`src/rtl/cam_alloc_ctrl_if.sv`:
```
// Command/response channel of the CAM allocation controller.
// master : command source (drives cmd_data/cmd_delete/cmd_valid, sees cmd_ready and rsp_*)
// slave  : controller side (sees the command, drives cmd_ready and rsp_*)
//   cmd_data   DATA_WIDTH  key
//   cmd_delete 1           1 = delete, 0 = insert
//   cmd_valid  1           command valid
//   cmd_ready  1           command accepted when cmd_valid && cmd_ready
//   rsp_addr   ADDR_WIDTH  entry written, deleted or found
//   rsp_status 2           0 OK, 1 DUP, 2 FULL, 3 NOTFOUND
//   rsp_valid  1           one-cycle response pulse, no backpressure
interface cam_alloc_ctrl_if #(
    parameter int unsigned DATA_WIDTH = 64,
    parameter int unsigned ADDR_WIDTH = 5
);
    logic [DATA_WIDTH-1:0] cmd_data;
    logic                  cmd_delete;
    logic                  cmd_valid;
    logic                  cmd_ready;
    logic [ADDR_WIDTH-1:0] rsp_addr;
    logic [1:0]            rsp_status;
    logic                  rsp_valid;

    modport master (
        output cmd_data, cmd_delete, cmd_valid,
        input  cmd_ready, rsp_addr, rsp_status, rsp_valid
    );

    modport slave (
        input  cmd_data, cmd_delete, cmd_valid,
        output cmd_ready, rsp_addr, rsp_status, rsp_valid
    );
endinterface

```
`src/rtl/cam_alloc_ctrl.sv`:
```
// Key-management front end for the shift-register CAM: accepts insert/delete
// commands, tracks entry occupancy, detects duplicates/victims through the CAM
// compare port, allocates the lowest free entry and drives the CAM write port
// through its busy handshake. One response per accepted command.
//
// Build option: CAM_ALLOC_DUP_CHECK_EN
//   defined   : inserts look the key up first and answer DUP on a hit
//   undefined : inserts skip the lookup; duplicate keys may occupy several entries
//
// Ports:
//   clk, rst_n        clock, synchronous active-low reset
//   cmd               command/response channel (cam_alloc_ctrl_if.slave)
//   cam_compare_data  key to CAM compare port
//   cam_match(_addr)  CAM compare result, registered one cycle after compare
//   cam_write_*       CAM write port (addr/data/delete/enable), busy from CAM
//   used_count        occupied entries; full / empty flags
module cam_alloc_ctrl #(
    parameter int unsigned DATA_WIDTH = 64,
    parameter int unsigned ADDR_WIDTH = 5
) (
    input  logic                  clk,
    input  logic                  rst_n,
    cam_alloc_ctrl_if.slave       cmd,
    output logic [DATA_WIDTH-1:0] cam_compare_data,
    input  logic                  cam_match,
    input  logic [ADDR_WIDTH-1:0] cam_match_addr,
    output logic [ADDR_WIDTH-1:0] cam_write_addr,
    output logic [DATA_WIDTH-1:0] cam_write_data,
    output logic                  cam_write_delete,
    output logic                  cam_write_enable,
    input  logic                  cam_write_busy,
    output logic [ADDR_WIDTH:0]   used_count,
    output logic                  full,
    output logic                  empty
);

    localparam int unsigned ENTRIES = 2 ** ADDR_WIDTH;
    localparam int unsigned CW      = ADDR_WIDTH + 1;
    localparam logic [CW-1:0] FULL_COUNT = CW'(ENTRIES);

    localparam logic [1:0] ST_OK       = 2'd0;
    localparam logic [1:0] ST_DUP      = 2'd1;
    localparam logic [1:0] ST_FULL     = 2'd2;
    localparam logic [1:0] ST_NOTFOUND = 2'd3;

    typedef enum logic [2:0] {
        S_IDLE,
        S_LOOKUP,
        S_CHECK,
        S_ISSUE,
        S_WAIT,
        S_RESP
    } state_t;

    state_t                state;
    logic [DATA_WIDTH-1:0] key_q;
    logic                  op_q;
    logic [ENTRIES-1:0]    valid_map;
    logic [ADDR_WIDTH-1:0] free_addr;
    logic [CW-1:0]         cnt_inc;
    logic [CW-1:0]         cnt_dec;

    // The CAM always compares against the held key; writes use the same key.
    assign cam_compare_data = key_q;
    assign cam_write_data   = key_q;

    // Only IDLE accepts, and never while the CAM is still busy (init or write).
    assign cmd.cmd_ready = (state == S_IDLE) && !cam_write_busy;

    assign cnt_inc = used_count + CW'(1);
    assign cnt_dec = used_count - CW'(1);

    // Lowest-index free entry; descending scan so the lowest hit wins.
    always_comb begin
        free_addr = '0;
        for (int i = int'(ENTRIES) - 1; i >= 0; i--) begin
            if (!valid_map[i]) begin
                free_addr = ADDR_WIDTH'(i);
            end
        end
    end

    // Controller FSM with registered outputs and occupancy bookkeeping.
    always_ff @(posedge clk) begin
        if (!rst_n) begin
            state            <= S_IDLE;
            key_q            <= '0;
            op_q             <= 1'b0;
            valid_map        <= '0;
            used_count       <= '0;
            full             <= 1'b0;
            empty            <= 1'b1;
            cam_write_addr   <= '0;
            cam_write_delete <= 1'b0;
            cam_write_enable <= 1'b0;
            cmd.rsp_valid    <= 1'b0;
            cmd.rsp_addr     <= '0;
            cmd.rsp_status   <= ST_OK;
        end else begin
            cam_write_enable <= 1'b0;
            cmd.rsp_valid    <= 1'b0;

            case (state)
                S_IDLE: begin
                    if (cmd.cmd_valid && !cam_write_busy) begin
                        key_q <= cmd.cmd_data;
                        op_q  <= cmd.cmd_delete;
`ifdef CAM_ALLOC_DUP_CHECK_EN
                        state <= S_LOOKUP;
`else
                        // Inserts go straight to allocation; deletes still need the lookup.
                        if (cmd.cmd_delete) begin
                            state <= S_LOOKUP;
                        end else if (full) begin
                            cmd.rsp_valid  <= 1'b1;
                            cmd.rsp_status <= ST_FULL;
                            cmd.rsp_addr   <= '0;
                            state          <= S_RESP;
                        end else begin
                            cam_write_enable     <= 1'b1;
                            cam_write_addr       <= free_addr;
                            cam_write_delete     <= 1'b0;
                            valid_map[free_addr] <= 1'b1;
                            used_count           <= cnt_inc;
                            full                 <= (cnt_inc == FULL_COUNT);
                            empty                <= 1'b0;
                            state                <= S_ISSUE;
                        end
`endif
                    end
                end

                // CAM registers the compare result for key_q during this cycle.
                S_LOOKUP: state <= S_CHECK;

                S_CHECK: begin
                    if (!op_q) begin
                        if (cam_match) begin
                            cmd.rsp_valid  <= 1'b1;
                            cmd.rsp_status <= ST_DUP;
                            cmd.rsp_addr   <= cam_match_addr;
                            state          <= S_RESP;
                        end else if (full) begin
                            cmd.rsp_valid  <= 1'b1;
                            cmd.rsp_status <= ST_FULL;
                            cmd.rsp_addr   <= '0;
                            state          <= S_RESP;
                        end else begin
                            cam_write_enable     <= 1'b1;
                            cam_write_addr       <= free_addr;
                            cam_write_delete     <= 1'b0;
                            valid_map[free_addr] <= 1'b1;
                            used_count           <= cnt_inc;
                            full                 <= (cnt_inc == FULL_COUNT);
                            empty                <= 1'b0;
                            state                <= S_ISSUE;
                        end
                    end else begin
                        if (!cam_match) begin
                            cmd.rsp_valid  <= 1'b1;
                            cmd.rsp_status <= ST_NOTFOUND;
                            cmd.rsp_addr   <= '0;
                            state          <= S_RESP;
                        end else begin
                            cam_write_enable          <= 1'b1;
                            cam_write_addr            <= cam_match_addr;
                            cam_write_delete          <= 1'b1;
                            valid_map[cam_match_addr] <= 1'b0;
                            used_count                <= cnt_dec;
                            full                      <= 1'b0;
                            empty                     <= (cnt_dec == '0);
                            state                     <= S_ISSUE;
                        end
                    end
                end

                // Write enable is high for this single cycle; addr/delete hold until RESP.
                S_ISSUE: state <= S_WAIT;

                S_WAIT: begin
                    if (!cam_write_busy) begin
                        cmd.rsp_valid  <= 1'b1;
                        cmd.rsp_status <= ST_OK;
                        cmd.rsp_addr   <= cam_write_addr;
                        state          <= S_RESP;
                    end
                end

                S_RESP: state <= S_IDLE;

                default: state <= S_IDLE;
            endcase
        end
    end

endmodule
```
`src/flat_wrapper.sv`:
```
// flat-port wrapper written by rule: the top's interface ports become plain ports
module cam_alloc_ctrl_flat 
#(
    parameter int unsigned DATA_WIDTH = 64,
    parameter int unsigned ADDR_WIDTH = 5
)
  (clk, rst_n, cam_compare_data, cam_match, cam_match_addr, cam_write_addr, cam_write_data, cam_write_delete, cam_write_enable, cam_write_busy, used_count, full, empty, cmd_cmd_data, cmd_cmd_delete, cmd_cmd_valid, cmd_cmd_ready, cmd_rsp_addr, cmd_rsp_status, cmd_rsp_valid);
  cam_alloc_ctrl_if #(.DATA_WIDTH(DATA_WIDTH), .ADDR_WIDTH(ADDR_WIDTH)) cmd_i ();
  input  logic clk;
  input  logic rst_n;
  output logic [DATA_WIDTH-1:0] cam_compare_data;
  input  logic cam_match;
  input  logic [ADDR_WIDTH-1:0] cam_match_addr;
  output logic [ADDR_WIDTH-1:0] cam_write_addr;
  output logic [DATA_WIDTH-1:0] cam_write_data;
  output logic cam_write_delete;
  output logic cam_write_enable;
  input  logic cam_write_busy;
  output logic [ADDR_WIDTH:0] used_count;
  output logic full;
  output logic empty;
  input wire logic [$bits(cmd_i.cmd_data)-1:0] cmd_cmd_data;
  input wire logic [$bits(cmd_i.cmd_delete)-1:0] cmd_cmd_delete;
  input wire logic [$bits(cmd_i.cmd_valid)-1:0] cmd_cmd_valid;
  output wire logic [$bits(cmd_i.cmd_ready)-1:0] cmd_cmd_ready;
  output wire logic [$bits(cmd_i.rsp_addr)-1:0] cmd_rsp_addr;
  output wire logic [$bits(cmd_i.rsp_status)-1:0] cmd_rsp_status;
  output wire logic [$bits(cmd_i.rsp_valid)-1:0] cmd_rsp_valid;
  assign cmd_i.cmd_data = cmd_cmd_data;
  assign cmd_i.cmd_delete = cmd_cmd_delete;
  assign cmd_i.cmd_valid = cmd_cmd_valid;
  assign cmd_cmd_ready = cmd_i.cmd_ready;
  assign cmd_rsp_addr = cmd_i.rsp_addr;
  assign cmd_rsp_status = cmd_i.rsp_status;
  assign cmd_rsp_valid = cmd_i.rsp_valid;
  cam_alloc_ctrl #(.DATA_WIDTH(DATA_WIDTH), .ADDR_WIDTH(ADDR_WIDTH)) u_core (.clk(clk), .rst_n(rst_n), .cmd(cmd_i), .cam_compare_data(cam_compare_data), .cam_match(cam_match), .cam_match_addr(cam_match_addr), .cam_write_addr(cam_write_addr), .cam_write_data(cam_write_data), .cam_write_delete(cam_write_delete), .cam_write_enable(cam_write_enable), .cam_write_busy(cam_write_busy), .used_count(used_count), .full(full), .empty(empty));
endmodule
```
`config.mk`:
```
export PLATFORM = sky130hd
export DESIGN_NAME = cam_alloc_ctrl_flat
export DESIGN_NICKNAME = d
export VERILOG_FILES = /design/src/rtl/cam_alloc_ctrl_if.sv /design/src/rtl/cam_alloc_ctrl.sv /design/src/flat_wrapper.sv
export SDC_FILE = /design/constraint.sdc
export NUM_CORES = 1
export LEC_CHECK = 0
export BUFFER_PORTS_ARGS = -buffer_cell sky130_fd_sc_hd__buf_2
export CORE_MARGIN = 4
export CORE_UTILIZATION = 45
export DETAILED_ROUTE_END_ITERATION = 10
export HOLD_SLACK_MARGIN = 0.12
export PLACE_DENSITY = 0.85
export SKIP_CTS_REPAIR_TIMING = 1
export SYNTH_ARGS = -nofsm -noshare
export SYNTH_HDL_FRONTEND = slang
export SYNTH_SLANG_ARGS = --single-unit
```
`constraint.sdc`:
```
create_clock -name clk -period 1.9 [get_ports clk]
set_input_delay 0.38 -clock clk [delete_from_list [all_inputs] [get_ports clk]]
set_output_delay 0.38 -clock clk [all_outputs]
set_load 0.01 [all_outputs]
```
==> run metrics <==
PnR worst setup slack=-0.0810 ns; Synth Flop Type=dfxtp_1; share of cells above drive strength 1=41.6%; total grt overflow=0; row count=42; Min-Delay Path Class=in -> reg; main area contributors after synthesis=dfxtp_1 40%, nand2_1 10%, a21boi_0 8.2%; Yosys warnings=0; final critical-path required period=1.98 ns; Synthesized Nets=834; Synth area leader=dfxtp_1; CP endpoint kind=flop; hpwl dp=13400 µm; GPL Wtd Cong=0.943; Comb pwr share=16.8%; Worst Setup Path Type=reg -> reg; RSZ-0062 raised after global routing=yes; clock-pin slew on the worst setup and hold paths=0.06 ns; Slew Viols, Final=0; Worst Tran Pin Value=0.671 ns; Critical Path AT=2.31 ns; simple-gate share of the synthesized area=21.3%; CP startpoint kind=flop; Final Cell Area=8270 µm²; Synth top area share=39.9%; ant diodes=0; leak pwr=3.60 nW; DR pass1 iterations=6; r2r setup slk=-0.08 ns; status=finished, violations left; Net Sw Frac=27.1%; Seq/Total Area, Yosys=39.9%; initial drt markers=628; sequential fraction of design power=39.5%; port bufs=226; initial antenna violation count=0; via count=6313; Fill cells=1119; failing checks=setup timing; vias in the first global route=5907; global-route wire length before repair=30000 µm; IO Pins=227; Min-Delay Endpoint=u_core.cam_compare_data[28]; Critical Path RT=2.23 ns; internal power=5.24 mW; clock power share=43.7%; final hold violation count=0; power per cell area=870 nW/µm²; Cells after Synth=756; # H-tree levels=4; Synth Area in XOR/XNOR=1.28%; clock latency on the worst-skew pair=0.41 ns; mux cell area share after synthesis=0.183%; Cell Area, Synth=6170 µm²; maxcap violations=0; #FFs+latches synth=123; Final Power=7.19 mW; CTS buffer count=17; core area=13300 µm²; final WL=19300 µm; RR Startpoint=u_core.valid_map[7]; Synth async-reset ratio=0%; CTS tree=done; clk buf depth=2; antenna-violating nets left=0; Synth Area in Compound Gates=25.0%; CTS Sinks=123; Final #Nets=1037; Worst Hold Launch=cmd_cmd_data[28]; die area=15600 µm²; fin crit share=104%; clock root cell=clkbuf_16; switching pwr=1.95 mW; Rel. slew slack=55.2%; largest net degree at the start of global routing=100; final setup vio count=14; largest family of logic cells by synthesized area=compound AO/OA/AOI/OAI gates; Fin Clk Skew=0.00551 ns; Post-DP Area=7340 µm²; Chip Width=125 µm; Reg-to-Reg End=u_core.valid_map[24]; CP Launch Point=u_core.valid_map[7]; initial core utilization=46.2%; drt wl/cell=16.8 µm; Residual DRC=0; reg2reg path depth=6; Total Routing Usage GR=23.3%; Max Clk Rate=505 MHz; Synth Area per Inst=8.16 µm²; drt via density=5.50; VDD IR max=0.608 mV; post-synth cell types=70; Hold Path Cell Cnt=3; Adder-Cell Fraction of Synth Area=0.609%; Syn-to-layout area delta=34.1%; CP Max Fanout=6; Die Height=125 µm; Post-synth EDFFs=0
-- critical path: stages, from the launching register on --
cell	delay, ns
dfxtp_2	0.32
nand2b_4	0.11
a21boi_2	0.05
or4_4	0.54
o2111a_2	0.29
or3_4	0.39
o31ai_2	0.18
-- cells in the mapped netlist, drive strengths merged (4+ instances only) --
cell type  count
inv           10
a21boi        68
o31ai          7
or3            8
nor2          30
o211ai        34
nand3         18
nand3b         5
nor2b          8
xnor2          5
o22ai          7
nor3           7
and3           4
dfxtp        123
nand2b         5
clkbuf        33
buf           75
and2           7
o21ai         48
nand4          9
xor2           4
a211oi         4
a21oi         16
nand2        166
a22oi          5
-- cell families after synthesis --
logic type,Yosys count
AND/OR/NAND/NOR,282
AO/OA/AOI/OAI,219
flip-flops,123
buffers and inverters,119
XOR/XNOR,9
adder cells (fa/ha/maj),3
multiplexers,1
-- worst max-delay path by stage --
stage	depth (start not counted)	slack, ns	end
after floorplan	7	-0.02	u_core.valid_map[17]
after global placement	6	-0.07	u_core.valid_map[25]
after detailed placement	5	-0.12	u_core.valid_map[8]
after CTS	7	-0.14	u_core.valid_map[13]
after global routing	7	-0.17	u_core.valid_map[16]
final	6	-0.08	u_core.valid_map[24]
-- per-stage QoR --
stage	hold slack, ns	worst slack, ns	utilization (%)	TNS [ns]	cells
2_1_floorplan	0.483	-0.0150	-	-0.0443	756
3_3_place_gp	0.459	-0.0664	55.0	-0.707	1107
3_5_place_dp	0.465	-0.118	55.0	-2.25	1107
4_1_cts	0.195	-0.144	59.3	-2.25	1139
5_1_grt	0.200	-0.167	62.0	-2.18	1148
6_report	0.208	-0.0810	62.0	-0.523	1148
-- power by group through the flow --
| stage | Clock [mW] | Combinational (mW) | Sequential, mW |
|---|---|---|---|
| global route | 3.33 | 1.32 | 2.86 |
| detailed placement | 0 | 1.14 | 2.89 |
| global placement | 0 | 1.12 | 2.88 |
| CTS | 3.20 | 1.14 | 2.84 |
| floorplan | 0 | 0.690 | 2.92 |
| finish | 3.14 | 1.21 | 2.84 |
-- layer usage --
| metal | wire [µm] | GRT usage (%) | share of wire [%] |
|---|---|---|---|
| met3 | 1280 | 4.56 | 6.6 |
| met1 | 7720 | 29.3 | 40 |
| met2 | 9880 | 40.2 | 51 |
| met5 | 0 | 0 | 0 |
| met4 | 387 | 7.59 | 2.0 |
-- final cells by class --
class                      count  area, µm²  share of cell area, %
timing repair buffer         292       1700                   20.5
tap                          176        220                   2.66
sequential                   123       2500                   30.2
inverter                      10       37.5                  0.454
multi-input combinational    515       3240                   39.1
clock inverter                11        120                   1.45
clock buffer                  21        460                   5.57
-- sequential cells by signal (all words and copies together) (netlist names) --
name and count:
u_core.cmd.rsp_status 2, u_core.cam_write_delete 1, u_core.cmd.rsp_addr 5, u_core.state 3, u_core.valid_map 32, u_core.cam_compare_data 64, u_core.op_q 1, u_core.used_count 6
u_core.cam_write_addr 5, u_core.full 1, u_core.empty 1, u_core.cam_write_enable 1, u_core.cmd.rsp_valid 1
-- cell usage in the layout, fill, tap and decap left out, drive strengths merged, types with 4 or more instances in the layout --
master	instances
nor2	30
nand2	166
nand2b	5
and3	4
o22ai	7
nor3	7
nand3b	5
inv	10
o211ai	34
xor2	4
nand4	9
dfxtp	123
buf	292
a21oi	16
clkbuf	21
nor2b	8
a22oi	5
xnor2	5
or3	8
clkinv	6
and2	7
a211oi	4
o21ai	48
a21boi	68
o31ai	7
nand3	18
(Power assumes the default switching activity.)
